===== src/rtl/mem_arb_pkg.sv =====
// Shared types for the memory-port arbiter: requester index, error codes.
// Latency: n/a (types and constants only).
// Backpressure: n/a.
package mem_arb_pkg;

    localparam int MEM_ARB_MAX_REQ = 4;
    localparam int REQ_IDX_W = ($clog2(MEM_ARB_MAX_REQ) < 1) ? 1 : $clog2(MEM_ARB_MAX_REQ);

    typedef logic [REQ_IDX_W-1:0] req_idx_t;

    typedef enum logic {
        ERR_NONE         = 1'b0,
        ERR_SPURIOUS_RSP = 1'b1
    } arb_err_e;

endpackage


===== src/rtl/mem_arbiter_tag_fifo.sv =====
// In-order tag FIFO remembering which requester owns each outstanding read.
// Latency: push visible at dout one cycle later; dout is the combinational head.
// Backpressure: push ignored when full unless a pop happens in the same cycle.
module tag_fifo #(
    parameter int DEPTH = 4,
    parameter int W     = 2
) (
    input  logic                     clk_in,
    input  logic                     rst_in,
    input  logic                     push,
    input  logic                     pop,
    input  logic [W-1:0]             din,
    output logic [W-1:0]             dout,
    output logic                     full,
    output logic                     empty,
    output logic [$clog2(DEPTH):0]   count
);

    localparam int PW = (DEPTH > 1) ? $clog2(DEPTH) : 1;
    localparam int CW = $clog2(DEPTH) + 1;

    logic [W-1:0]  mem [DEPTH];
    logic [PW-1:0] wr_ptr;
    logic [PW-1:0] rd_ptr;
    logic          do_push;
    logic          do_pop;

    assign full    = (count == CW'(DEPTH));
    assign empty   = (count == '0);
    assign do_pop  = pop && !empty;
    assign do_push = push && (!full || do_pop);
    assign dout    = mem[rd_ptr];

    always_ff @(posedge clk_in or posedge rst_in) begin
        if (rst_in) begin
            wr_ptr <= '0;
            rd_ptr <= '0;
            count  <= '0;
        end else begin
            if (do_push) wr_ptr <= wr_ptr + 1'b1;
            if (do_pop)  rd_ptr <= rd_ptr + 1'b1;
            count <= count + CW'(do_push) - CW'(do_pop);
        end
    end

    // Storage needs no reset: entries are only read once the count covers them.
    always_ff @(posedge clk_in) begin
        if (do_push) mem[wr_ptr] <= din;
    end

endmodule


===== src/rtl/mem_arbiter.sv =====
// Shares the single memory request port between NUM_REQ requesters; routes read data back by tag.
// Latency: grant in cycle N -> mem_valid with that payload in N+1; mem_rsp_valid in N -> rsp_valid in N+1.
// Backpressure: no grant while the output slot is held or (reads only) the tag FIFO is full; MEM_ARB_FIXED_PRIO_EN selects fixed priority.
module mem_arbiter
    import mem_arb_pkg::*;
#(
    parameter int NUM_REQ         = 2,
    parameter int ADDR_W          = 16,
    parameter int DATA_W          = 32,
    parameter int MAX_OUTSTANDING = 4
) (
    input  logic                        clk_in,
    input  logic                        rst_in,
    input  logic [NUM_REQ-1:0]          req_valid,
    output logic [NUM_REQ-1:0]          req_ready,
    input  logic [NUM_REQ-1:0]          req_we,
    input  logic [NUM_REQ*ADDR_W-1:0]   req_addr,
    input  logic [NUM_REQ*DATA_W-1:0]   req_wdata,
    output logic [NUM_REQ-1:0]          rsp_valid,
    output logic [DATA_W-1:0]           rsp_rdata,
    output logic                        mem_valid,
    input  logic                        mem_ready,
    output logic                        mem_we,
    output logic [ADDR_W-1:0]           mem_addr,
    output logic [DATA_W-1:0]           mem_wdata,
    input  logic                        mem_rsp_valid,
    input  logic [DATA_W-1:0]           mem_rdata,
    output logic                        err_out
);

    localparam int CNT_W = $clog2(MAX_OUTSTANDING) + 1;

    logic               slot_free;
    logic               tag_pop;
    logic               tag_push;
    logic               tag_room;
    logic               tag_full;
    logic               tag_empty;
    logic               spurious;
    req_idx_t           tag_dout;
    logic [CNT_W-1:0]   tag_count;

    logic [NUM_REQ-1:0] eligible;
    logic [NUM_REQ-1:0] grant;
    logic [NUM_REQ-1:0] rsp_hit;
    logic               grant_vld;
    req_idx_t           winner;
    logic               sel_we;
    logic [ADDR_W-1:0]  sel_addr;
    logic [DATA_W-1:0]  sel_wdata;
    arb_err_e           err_state;

    assign slot_free = !mem_valid || mem_ready;
    assign tag_pop   = mem_rsp_valid && !tag_empty;
    assign spurious  = mem_rsp_valid && (tag_count == '0);
    // A response popping this cycle makes room for a read granted in the same cycle.
    assign tag_room  = !tag_full || tag_pop;
    assign tag_push  = grant_vld && !sel_we;

    always_comb begin
        eligible = '0;
        for (int i = 0; i < NUM_REQ; i++) begin
            eligible[i] = !rst_in && req_valid[i] && slot_free && (req_we[i] || tag_room);
        end
    end

`ifdef MEM_ARB_FIXED_PRIO_EN
    always_comb begin
        grant_vld = 1'b0;
        winner    = '0;
        for (int i = NUM_REQ - 1; i >= 0; i--) begin
            if (eligible[i]) begin
                grant_vld = 1'b1;
                winner    = req_idx_t'(i);
            end
        end
    end
`else
    req_idx_t rr;

    // Walk offsets from farthest to nearest so the first eligible after rr is left standing.
    always_comb begin
        grant_vld = 1'b0;
        winner    = '0;
        for (int k = NUM_REQ; k >= 1; k--) begin
            for (int i = 0; i < NUM_REQ; i++) begin
                if ((((int'(rr) + k) % NUM_REQ) == i) && eligible[i]) begin
                    grant_vld = 1'b1;
                    winner    = req_idx_t'(i);
                end
            end
        end
    end

    always_ff @(posedge clk_in or posedge rst_in) begin
        if (rst_in)         rr <= '0;
        else if (grant_vld) rr <= winner;
    end
`endif

    always_comb begin
        grant     = '0;
        rsp_hit   = '0;
        sel_we    = 1'b0;
        sel_addr  = '0;
        sel_wdata = '0;
        for (int i = 0; i < NUM_REQ; i++) begin
            grant[i]   = grant_vld && (winner == req_idx_t'(i));
            rsp_hit[i] = tag_pop && (tag_dout == req_idx_t'(i));
            if (grant[i]) begin
                sel_we    = req_we[i];
                sel_addr  = req_addr[i*ADDR_W +: ADDR_W];
                sel_wdata = req_wdata[i*DATA_W +: DATA_W];
            end
        end
    end

    assign req_ready = grant;

    always_ff @(posedge clk_in or posedge rst_in) begin
        if (rst_in) begin
            mem_valid <= 1'b0;
            mem_we    <= 1'b0;
            mem_addr  <= '0;
            mem_wdata <= '0;
        end else if (grant_vld) begin
            mem_valid <= 1'b1;
            mem_we    <= sel_we;
            mem_addr  <= sel_addr;
            mem_wdata <= sel_wdata;
        end else if (mem_ready) begin
            mem_valid <= 1'b0;
        end
    end

    always_ff @(posedge clk_in or posedge rst_in) begin
        if (rst_in) begin
            rsp_valid <= '0;
            rsp_rdata <= '0;
        end else begin
            rsp_valid <= rsp_hit;
            if (tag_pop) rsp_rdata <= mem_rdata;
        end
    end

    always_ff @(posedge clk_in or posedge rst_in) begin
        if (rst_in)        err_state <= ERR_NONE;
        else if (spurious) err_state <= ERR_SPURIOUS_RSP;
    end

    assign err_out = (err_state == ERR_SPURIOUS_RSP);

    tag_fifo #(
        .DEPTH (MAX_OUTSTANDING),
        .W     ($bits(req_idx_t))
    ) u_tag_fifo (
        .clk_in (clk_in),
        .rst_in (rst_in),
        .push   (tag_push),
        .pop    (tag_pop),
        .din    (winner),
        .dout   (tag_dout),
        .full   (tag_full),
        .empty  (tag_empty),
        .count  (tag_count)
    );

endmodule


===== config.mk =====
export PLATFORM = sky130hd
export DESIGN_NAME = mem_arbiter
export DESIGN_NICKNAME = d
export VERILOG_FILES = /design/src/rtl/mem_arb_pkg.sv /design/src/rtl/mem_arbiter_tag_fifo.sv /design/src/rtl/mem_arbiter.sv
export SDC_FILE = /design/constraint.sdc
export NUM_CORES = 1
export LEC_CHECK = 0
export CAP_MARGIN = 20
export CORE_AREA = 5 5 84 94
export DETAILED_ROUTE_END_ITERATION = 6
export DIE_AREA = 0 0 89 99
export DONT_BUFFER_PORTS = 1
export GPL_TIMING_DRIVEN = 0
export PLACE_DENSITY = 0.89
export SYNTH_ARGS = -nofsm -noshare
export SYNTH_HDL_FRONTEND = slang
export SYNTH_SLANG_ARGS = --single-unit

===== constraint.sdc =====
create_clock -name clk_in -period 3.52 [get_ports clk_in]
set_input_delay 0.352 -clock clk_in [delete_from_list [all_inputs] [get_ports clk_in]]
set_output_delay 0.352 -clock clk_in [all_outputs]
set_load 0.03 [all_outputs]

Yosys cells after proc, flatten, opt, wreduce, memory -nomap -nowiden:

Memory sizes are Yosys's and may differ from the RTL's.
Cells that the tools add are included.

* equality and inequality tests: 5
* multipliers: 0
* shift-type cells: 0
* reductions and logical operators: 35
* div/mod/pow operators: 0
* add/subtract/negate cells: 6
* multiplexer cells: 17
* bitwise operators: 2
* order comparisons: 0

Operator list (number)
* zero test 32 bit: 2
* 2-to-1 mux 32 bit: 2
* 2-to-1 mux 16 bit: 2
* logical AND 1 bit: 19
* 2-to-1 mux 1 bit: 11
* zero test 1 bit: 5
* logical OR 1 bit: 5
* adder 2 x 1 -> 2 bit, second input constant: 2
* == test 2 x 1 -> 1 bit, second input constant: 2
* == test 2 bit, second input constant: 2
* zero test 2 bit: 2
* 2-to-1 mux 2 bit: 2
* adder 3 x 1 -> 3 bit: 1
* == test 3 bit, second input constant: 1
* zero test 3 bit: 1
* subtractor 3 x 1 -> 3 bit: 1
* adder 1 bit, second input constant: 2
* AND 1 bit, first input constant: 2
* nonzero test 2 bit: 1

* bits in registers: 93
* ROM bits: 0
* bits of input ports: 136
* memories: 1
* latch bits: 0
* RAM bits: 8

Memories
* u_tag_fifo.mem: depth 4, bits a word 2, read ports 1, clocked after Yosys merged registers in 0, write ports 1, RTL line mem_arbiter_tag_fifo.sv:22 `logic [W-1:0] mem [DEPTH];`

Longest topological paths before layout:

* word-level depth: 19
* gate-level depth with buffers: 11
* depth with buffers taken out: 9

Cells and area by module:

From an unflattened synthesis, not the netlist that was laid out.

* cells, all modules: 485
* area, all modules: 4998.5 sq um

By module, submodules not included
* mem_arbiter: area each 4274.1 sq um, cells an instance 439, instances 1
* tag_fifo: area each 724.4 sq um, cells an instance 46, instances 1

Worst setup path before layout:

No wires, ideal clock.

* path kind: reg-to-reg
* start: reg u_tag_fifo.count[1]
* end: reg u_tag_fifo.count[2]
* required time: 3397 ps
* buffers on the path: 2
* period minus slack after synthesis: 2648 ps
* setup slack: 872 ps
* cell stages (with the launch flop): 12
* library setup time: 123 ps
* arrival time: 2525 ps
* path through: dfrtp_1 nor3_1 nand2b_1 clkbuf_1 clkinv_1 clkbuf_1 ha_1 inv_1 ha_1 fa_1 xor2_1 xnor2_1

* word-level cells in the longest chain between the ends: 19

RTL lines
* start: declaration: RTL line mem_arbiter_tag_fifo.sv:16 `output logic [$clog2(DEPTH):0] count`
* start signal: assignment: RTL line mem_arbiter_tag_fifo.sv:42 `count <= count + CW'(do_push) - CW'(do_pop);`
* zero test 3 bit (*): RTL line mem_arbiter_tag_fifo.sv:29 `assign empty = (count == '0);`
* zero test 1 bit (*): RTL line mem_arbiter.sv:54 `assign tag_pop = mem_rsp_valid && !tag_empty;`
* logical AND 1 bit (*): RTL line mem_arbiter.sv:54
* via tag_pop: RTL line mem_arbiter.sv:34 `logic tag_pop;`
* logical OR 1 bit: RTL line mem_arbiter.sv:57 `assign tag_room = !tag_full || tag_pop;`
* logical OR 1 bit: RTL line mem_arbiter.sv:63 `eligible[i] = !rst_in && req_valid[i] && slot_free && (req_we[i] || tag_room);`
* logical AND 1 bit: RTL line mem_arbiter.sv:63
* logical AND 1 bit: RTL line mem_arbiter.sv:87 `if ((((int'(rr) + k) % NUM_REQ) == i) && eligible[i]) begin`
* [... 3 more ...]
* 2-to-1 mux 1 bit / zero test 2 bit (equally long branches): RTL line mem_arbiter.sv:87, mem_arbiter.sv:108
* logical AND 1 bit: RTL line mem_arbiter.sv:108 `grant[i] = grant_vld && (winner == req_idx_t'(i));`
* 2-to-1 mux 1 bit (2 in series): RTL line mem_arbiter.sv:110 `if (grant[i]) begin`
* zero test 1 bit: RTL line mem_arbiter.sv:58 `assign tag_push = grant_vld && !sel_we;`
* logical AND 1 bit: RTL line mem_arbiter.sv:58
* logical AND 1 bit: RTL line mem_arbiter_tag_fifo.sv:31 `assign do_push = push && (!full || do_pop);`
* adder 3 x 1 -> 3 bit: RTL line mem_arbiter_tag_fifo.sv:42
* subtractor 3 x 1 -> 3 bit (*): RTL line mem_arbiter_tag_fifo.sv:42

Mark *: on every way through the listed nets, which the timed path passes. The rest lies on a longest branch.
A chain may end at the register's enable or synchronous reset.

Worst setup path after layout:

Ends and elaborated chain as after synthesis.

==> flow_metrics.tcl <==
set metrics [dict create \
    m1WireLength_um 3880 \
    period_needed_ns 3.08 \
    netlist_area_um2 4210 \
    cts_tree "yes" \
    timing.rr.start "u_tag_fifo.count[1]" \
    period_share_pct 87.6 \
    dieHeight_um 99 \
    tightest_slew_ns 0.745 \
    gr-usage-all-layers_pct 24.3 \
    grt_pass1_wl_um 16500 \
    slew_violations 0 \
    ctsResizeCount 0 \
    critical_path_class "reg2reg" \
    synth_top_family_by_area "simple AND/OR/NAND/NOR gates" \
    firstDrtPassIters 5 \
    worstHoldEndpoint "rsp_rdata[4]" \
    ys_async_sr_fraction_pct 95.9 \
    numCtsBuffers 9 \
    ir_worst_vdd_mv 0.447 \
    hold-path-cell-count 2 \
    cp-start-kind "register" \
    synth_ff_type "dfrtp_1" \
    cts_htree_levels 3 \
    clkSlewWorstSetupHoldPaths_ns 0.09 \
    wl_per_cell_um 18.8 \
    synth_fp_nets 613 \
    nFillCells 536 \
    io_pins 223 \
    drtAntennaViolNets 0 \
    max_freq_mhz 324 \
    min_path_type "in2reg" \
    relSlewSlack_pct 50.1 \
    antenna_found_initial 0 \
    place_congestion 0.851 \
    synthCells 470 \
    clockBufferDepth 2 \
    synthAdderAreaFrac_pct 2.26 \
    synth_common_cells "196 x nand2_1, 93 x dfrtp_1, 52 x nor2_1" \
    setup_violations 0 \
    stdcell_area_um2 4550 \
    row_count 32 \
    whs_ns 0.114 \
    initial_core_util_pct 61.5 \
    routed-wl-met2_um 5670 \
    synth_most_common_cell "nand2_1" \
    nets 626 \
    rsz0062_at_grt "no" \
    dr_wl_met3_um 1140 \
    hold_viol 0 \
    routed.top_layer "met4" \
    fin_skew_ns 0.0101 \
    arrival_ns 3.31 \
    core_um2 6850 \
    muxShareOfSynthArea_pct 0.803 \
    synth_warnings 0 \
    path_max_fanout 10 \
    dp_hpwl_um 8420 \
    p_leak_uw 0.00213 \
    n_antenna_cell 0 \
    die-area_um2 8810 \
    synth_xor_area_share_pct 1.04 \
    total_power_uw 3720 \
    drv_cap 0 \
    post_cts_buffers 0 \
    grt_pass1_vias 3424 \
    clkSinkCount 97 \
    vias 3281 \
    ff2ff_path_depth 11 \
    rrSetupSlack_ns 0.44 \
    die_w_um 89 \
    synth_area_per_cell_um2 8.95 \
    cellPowerDensity_nw_per_um2 818 \
    synth.area.top_cells "dfrtp_1 55%, nand2_1 17%, a31oi_1 7.3%" \
    insertion_delay_ns 0.35 \
    drc_errors 0 \
    io_buffers 0 \
    cp-end-kind "register" \
    yosysTopAreaCellShare_pct 55.3 \
    synth.largest_area_cell "dfrtp_1" \
    grt_max_degree 68 \
    drive_above_1_share_pct 6.97 \
    setup_tns_ns 0 \
    via_per_inst 5.73 \
    placed_area_um2 4340 \
    drt_wl_total_um 10800 \
    areaGrowthSynthToFinish_pct 8.15 \
    synth_compound_area_share_pct 9.07 \
    synth-edff-count 4 \
    ys_types 34 \
    synthSimpleGateAreaFrac_pct 24.8 \
    dr.first_iter.drc_count 141 \
    final_util_pct 66.5 \
    root_buffer "clkbuf_8" \
    required_ns 3.75 \
    rr_endpoint "u_tag_fifo.count[2]" \
    ys_seq_area_share_pct 58.2 \
    ys_ff_latch 97 \
    status "complete, no violations" \
    hold_start "mem_rdata[4]" \
    grt_remaining_overflow 0 \
]
[critical path, cell delays in order (launching register included)]
cell and delay [ns]:
dfrtp_1 0.45, nor3_1 0.24, nand2b_1 0.13, clkbuf_1 0.32, clkinv_1 0.29, clkbuf_1 0.30
ha_1 0.35, inv_1 0.04, ha_1 0.18, fa_1 0.38, xor2_1 0.16, xnor2_1 0.13
[layout make-up]
| class | count | area [um2] | area share, % |
|---|---|---|---|
| Buffer | 27 | 121 | 2.67 |
| Clock buffer | 11 | 141 | 3.11 |
| Clock inverter | 5 | 55.1 | 1.21 |
| Inverter | 11 | 43.8 | 0.962 |
| Multi-Input combinational cell | 335 | 1600 | 35.1 |
| Sequential cell | 97 | 2450 | 53.8 |
| Tap cell | 85 | 106 | 2.34 |
| Timing Repair Buffer | 2 | 37.5 | 0.825 |
[metal layers]
metal | up-vias | global-route usage (%)
met5 | - | 0
met4 | 0 | 8.82
met3 | 6 | 8.03
met2 | 173 | 42.6
met1 | 1555 | 27.0
li1 | 1547 | -
[through the flow]
step / instances / worst slack [ns]
after floorplan: 470 / 0.748
after global placement: 555 / -0.0904
after detailed placement: 556 / 0.440
after CTS: 573 / 0.402
after global routing: 573 / 0.165
final: 573 / 0.437
[cells in the final DEF, fill, tap and decap left out, types with 2 or more instances in the layout]
cell type / n
a31oi_1: 49
and2_1: 6
buf_1: 2
buf_2: 7
clkbuf_1: 17
clkbuf_8: 10
clkinv_2: 2
clkinvlp_4: 2
dfrtp_1: 93
edfxtp_1: 4
ha_1: 6
inv_1: 8
nand2_1: 196
nand2b_1: 4
nor2_1: 52
nor2b_1: 2
xnor2_1: 4
[timing repair]
action                                 4_1_cts  5_1_grt
hold buffers                                 1        0
endpoints found under the hold margin       26        0
setup endpoints to repair                    0        0
[logic make-up after synthesis]
kind of cell | after synthesis
buffers and inverters | 38
and+or+nand+nor | 264
DFF | 97
muxes | 2
AOI/OAI and AO/OA | 57
adders and majority gates | 7
xor gates and xnor gates | 5
[worst max path at each step]
stage	startpoint	to	depth (start not counted)
after detailed placement	u_tag_fifo.count[1]	u_tag_fifo.count[2]	11
after global placement	rst_in	rsp_rdata[13]	1
after CTS	u_tag_fifo.count[1]	u_tag_fifo.count[2]	11
after global routing	u_tag_fifo.count[1]	u_tag_fifo.count[2]	11
final	u_tag_fifo.count[1]	u_tag_fifo.count[2]	11
after floorplan	rst_in	err_out	1
[power by group]
part           switching [uW]  internal, uW  leakage [uW]
logic                     412           283      0.000922
registers                 868          1450       0.00111
clock network             363           346     0.0000953
total                    1640          2080       0.00213
[sequential cells by signal, summed over array words and instances (netlist names)]
signal             flops
u_tag_fifo.rd_ptr      2
mem_wdata             32
rsp_rdata             32
u_tag_fifo.count       3
mem_valid              1
u_tag_fifo.wr_ptr      2
mem_addr              16
mem_we                 1
rr                     1
u_tag_fifo.mem         4
err_out                1
rsp_valid              2
No activity file was read; power rests on OpenSTA's default activity.
